`config.mk`:
```
export PLATFORM = sky130hd
export DESIGN_NAME = instr_fetch
export DESIGN_NICKNAME = d
export VERILOG_FILES = /design/src/rtl/instr_fetch.sv
export SDC_FILE = /design/constraint.sdc
export NUM_CORES = 1
export LEC_CHECK = 0
export CORE_MARGIN = 2
export CORE_UTILIZATION = 54
export CTS_BUF_LIST = sky130_fd_sc_hd__clkbuf_8
export CTS_CLUSTER_DIAMETER = 30
export CTS_CLUSTER_SIZE = 14
export DETAILED_ROUTE_END_ITERATION = 8
export PLACE_DENSITY = 0.87
export SYNTH_ARGS = -nofsm -noshare
export SYNTH_HDL_FRONTEND = slang
export SYNTH_SLANG_ARGS = --single-unit
export TNS_END_PERCENT = 50
```
`constraint.sdc`:
```
create_clock -name clk -period 2.1 [get_ports clk]
set_input_delay 0.42 -clock clk [delete_from_list [all_inputs] [get_ports clk]]
set_output_delay 0.42 -clock clk [all_outputs]
set_load 0.005 [all_outputs]
```
`src/rtl/instr_fetch.sv`:
```
// Instruction fetch unit: walks pc through instruction memory into a DEPTH-entry buffer for the CPU.
// Define IFETCH_HALT_DETECT_EN to stop fetching after a word with opcode [15:12] = 4'hF.
module instr_fetch #(
  parameter int DEPTH = 4
) (
  input  logic        clk,
  input  logic        rst,
  input  logic        start,
  input  logic [7:0]  start_addr,
  input  logic        flush,
  input  logic [7:0]  flush_addr,
  output logic        imem_req,
  output logic [7:0]  imem_addr,
  input  logic [15:0] imem_rdata,
  input  logic        imem_ready,
  output logic        instr_valid,
  output logic [15:0] instr,
  input  logic        instr_ready,
  output logic        busy,
  output logic        halted
);

  localparam int AW = (DEPTH > 1) ? $clog2(DEPTH) : 1;
  localparam int CW = $clog2(DEPTH + 1);

  typedef enum logic [1:0] {IDLE, FETCH, FULL, STOP} state_t;

  state_t          state;
  logic [7:0]      pc;
  logic [15:0]     mem [DEPTH];
  logic [AW-1:0]   rd_ptr;
  logic [AW-1:0]   wr_ptr;
  logic [CW-1:0]   count;
  logic [CW-1:0]   count_next;
  logic            push;
  logic            pop;
  logic            halt_word;

  // A flush cycle swallows both the memory response and any downstream accept.
  assign push = (state == FETCH) && imem_ready && !flush;
  assign pop  = instr_valid && instr_ready && !flush;

`ifdef IFETCH_HALT_DETECT_EN
  assign halt_word = push && (imem_rdata[15:12] == 4'hF);
  assign halted    = (state == STOP);
`else
  assign halt_word = 1'b0;
  assign halted    = 1'b0;
`endif

  assign imem_req    = (state == FETCH);
  assign imem_addr   = pc;
  assign instr_valid = (count != '0);
  assign instr       = instr_valid ? mem[rd_ptr] : 16'h0000;
  assign busy        = (state == FETCH) || (state == FULL) || (count != '0);

  always_comb begin
    count_next = count;
    if (push && !pop)
      count_next = count + 1'b1;
    else if (!push && pop)
      count_next = count - 1'b1;
  end

  always_ff @(posedge clk) begin
    if (push)
      mem[wr_ptr] <= imem_rdata;
  end

  always_ff @(posedge clk or posedge rst) begin
    if (rst) begin
      state  <= IDLE;
      pc     <= 8'h00;
      rd_ptr <= '0;
      wr_ptr <= '0;
      count  <= '0;
    end else if (flush) begin
      state  <= FETCH;
      pc     <= flush_addr;
      rd_ptr <= '0;
      wr_ptr <= '0;
      count  <= '0;
    end else begin
      count <= count_next;
      if (push)
        wr_ptr <= wr_ptr + 1'b1;
      if (pop)
        rd_ptr <= rd_ptr + 1'b1;
      case (state)
        IDLE, STOP: begin
          if (start) begin
            state <= FETCH;
            pc    <= start_addr;
          end
        end
        FETCH: begin
          if (push) begin
            pc <= pc + 8'd1;
            if (halt_word)
              state <= STOP;
            else if (count_next == CW'(DEPTH))
              state <= FULL;
          end
        end
        FULL: begin
          if (count_next < CW'(DEPTH))
            state <= FETCH;
        end
        default: state <= IDLE;
      endcase
    end
  end

endmodule

```
==> flow_summary_export.csv <==
group,metric,value,unit
outcome,status,"complete, but fails checks",
outcome,failed_checks,"negative setup slack",
worst_setup_path,path_max_fanout,6,
floorplan,fp.dieH,86.4,um
place,numPortBuffers,64,
floorplan,core,6680,um^2
worst_setup_path,cp-startpoint,"rd_ptr[0]",
routing,drtPass1Iterations,5,
finish,areaGrowthSynthToFinish,35.5,%
place,dp_hpwl,5220,um
finish,final_nets,402,
timing,setup_viol,16,
global_route,first_global_vias,2493,
routing,wirelength,8100,um
synthesis,synth-seq-area-share,64.0,%
timing,setup_ws,-0.186,ns
flow_run,drv_cap,0,
min_path,hp-class,"input pin to async pin",
clock_tree,cts.path.max_buffers,2,
clock_tree,cts_buffers,9,
routing,antenna_left,0,
synthesis,synth_warnings,0,
clock_tree,cts.clk_slew.worst_paths,0.08,ns
timing,fin_skew,0.0116,ns
routing,drt_iter0_markers,196,
finish,diodes,0,
routing,vias,2464,
clock_tree,holdBufCountCts,0,
global_route,grt.overflow.total,0,
timing,min_period,2.29,ns
synthesis,synth.avg_cell_area,14.4,um^2
timing,rsz0062_at_grt,"yes",
timing,hold_violations,0,
global_route,grt_pass1_wl,12200,um
timing,finalCritPeriodShare,109,%
floorplan,dieArea,7460,um^2
floorplan,start_util,54.9,%
worst_setup_path,cp-end-kind,"primary output",
clock_tree,clk_latency,0.35,ns
worst_setup_path,worstSetupPathType,"flop to primary output",
floorplan,rows,30,
power,peakVddDrop,0.000616,V
place,place_area,4600,um^2
finish,fin_util,74.4,%
clock_tree,cts_htree_levels,3,
clock_tree,cts.sinks,81,
finish,fill_cells,400,
worst_setup_path,worst_setup_path_start_kind,"flop",
worst_setup_path,arrival,1.87,ns
synthesis,netlist_area,3670,um^2
synthesis,yosysUniqueCellTypes,41,
routing,wl_per_cell,18.5,um
timing,max_freq,0.437,GHz
synthesis,ys_ff_latch,81,
floorplan,ios,66,
worst_setup_path,r2r-start,"count[0]",
finish,fin_area,4970,um^2
synthesis,syn_nets,303,
routing,avgViaCountPerCell,5.61,
floorplan,fp.dieW,86.4,um
timing,finalMaxSlewViolations,0,
routing,remaining_drc_errors,0,
clock_tree,cts_root_buffer,"clkbuf_8",
finish,drive_above_1_share,29.5,%
worst_setup_path,reg2regPathDepth,10,
global_route,grt_usage,22.4,%
finish,final_common_cell,"edfxtp_1",
synthesis,synth_cells,255,
power,power.leakage,0.00189,uW
place,routabilityCongestion,0.784,
clock_tree,cts_tree,"yes",
worst_setup_path,required,1.68,ns
finish,layout_common_cells,"64 x edfxtp_1, 46 x clkdlybuf4s50_1, 21 x buf_4, 18 x nand2_1",
global_route,antenna_found_initial,0,
global_route,grt_max_degree,24,
power,p_per_area,1050,nW/um^2
[cell families after synthesis]
family | share of synthesized area, %
other cells | 0.102
mux | 10.1
simple gates | 10.2
flops | 64.0
compound gates | 7.44
fa+ha+maj | 3.41
xor+xnor | 1.67
buf+inv | 3.07
[cells in the mapped netlist (all sizes together)]
cell type | number | area [um^2]
nor3 | 1 | 5.00
xnor2 | 3 | 26.3
nand3b | 1 | 7.51
inv | 12 | 45.0
dfrtp | 17 | 425
edfxtp | 64 | 1920
nand3 | 7 | 35.0
mux4 | 16 | 360
a21o | 1 | 7.51
buf | 8 | 48.8
ha | 10 | 125
o21a | 1 | 7.51
and3 | 2 | 12.5
nor2b | 2 | 15.0
a311oi | 1 | 8.76
xor2 | 4 | 35.0
a31oi | 3 | 25.0
nand2 | 19 | 78.8
nor4 | 1 | 21.3
mux2i | 1 | 10.0
o22ai | 6 | 43.8
nor2 | 12 | 45.0
o21ai | 17 | 85.1
conb | 1 | 3.75
clkbuf | 5 | 18.8
o211ai | 1 | 7.51
a21oi | 12 | 60.1
a211oi | 3 | 27.5
nand2b | 3 | 18.8
and2 | 21 | 134
[report_power, final]
part	switching (uW)	internal [uW]	total, uW	leakage (uW)
sequential	101	1860	1960	0.000792
clock	553	578	1130	0.000109
combinational	857	1270	2120	0.000985
[worst max-delay path: stages, from the launching register on]
cell	delay (ns)
dfrtp_2	0.45
clkbuf_16	0.17
buf_8	0.11
mux4_2	0.52
and2_4	0.16
buf_6	0.11
[layer usage]
metal	global-route usage [%]	vias to the layer above	wire length, um
met1	27.8	1202	3110
met2	37.6	100	4320
met5	0	-	0
met3	4.38	20	448
li1	-	1142	-
met4	11.4	0	223
[metrics by stage]
stage	hold WS (ns)	total power (uW)	TNS, ns	setup slack, ns	std cells
floorplan	0.346	2850	0	0.224	255
CTS	0.384	5100	-2.11	-0.178	438
detailed placement	0.517	3750	-0.356	-0.0601	409
global placement	0.507	3660	0	0.00214	409
finish	0.384	5220	-1.91	-0.186	439
global route	0.418	5460	-2.79	-0.233	439
[path summary, 6_finish.rpt]
check                          endpoint  slack [ns]
setup / recovery              instr[13]       -0.19
hold / removal             imem_addr[1]        0.38
setup reg to reg               state[1]        0.14
hold reg to reg                state[1]        0.53
max in group asynchronous     rd_ptr[0]        1.50
min in group clk               state[1]        0.53
[area by class of cell]
cell class / count / area, um^2 / area share, %
multi-input combinational: 149 / 1240 / 25.0
timing repair buffer: 101 / 1030 / 20.8
clock inverter: 6 / 60.1 / 1.21
tap: 80 / 100 / 2.01
inverter: 12 / 45.0 / 0.907
clock buffer: 10 / 138 / 2.77
sequential: 81 / 2350 / 47.3
[flip-flops by register name, indices dropped and copies added, names as in the netlist]
register and flops:
state 2, mem 64, rd_ptr 2, count 3, imem_addr 8, wr_ptr 2
[what timing repair did]
action / 4_1_cts / 5_1_grt
hold endpoints to repair: 0 / 0
buffers inserted: 12 / 1
cloned: 1 / 0
endpoints found under the setup margin: 18 / 19
pin swaps: 16 / 0
resized for setup: 90 / 13
Note: power is estimated with default switching activity, not from simulation.
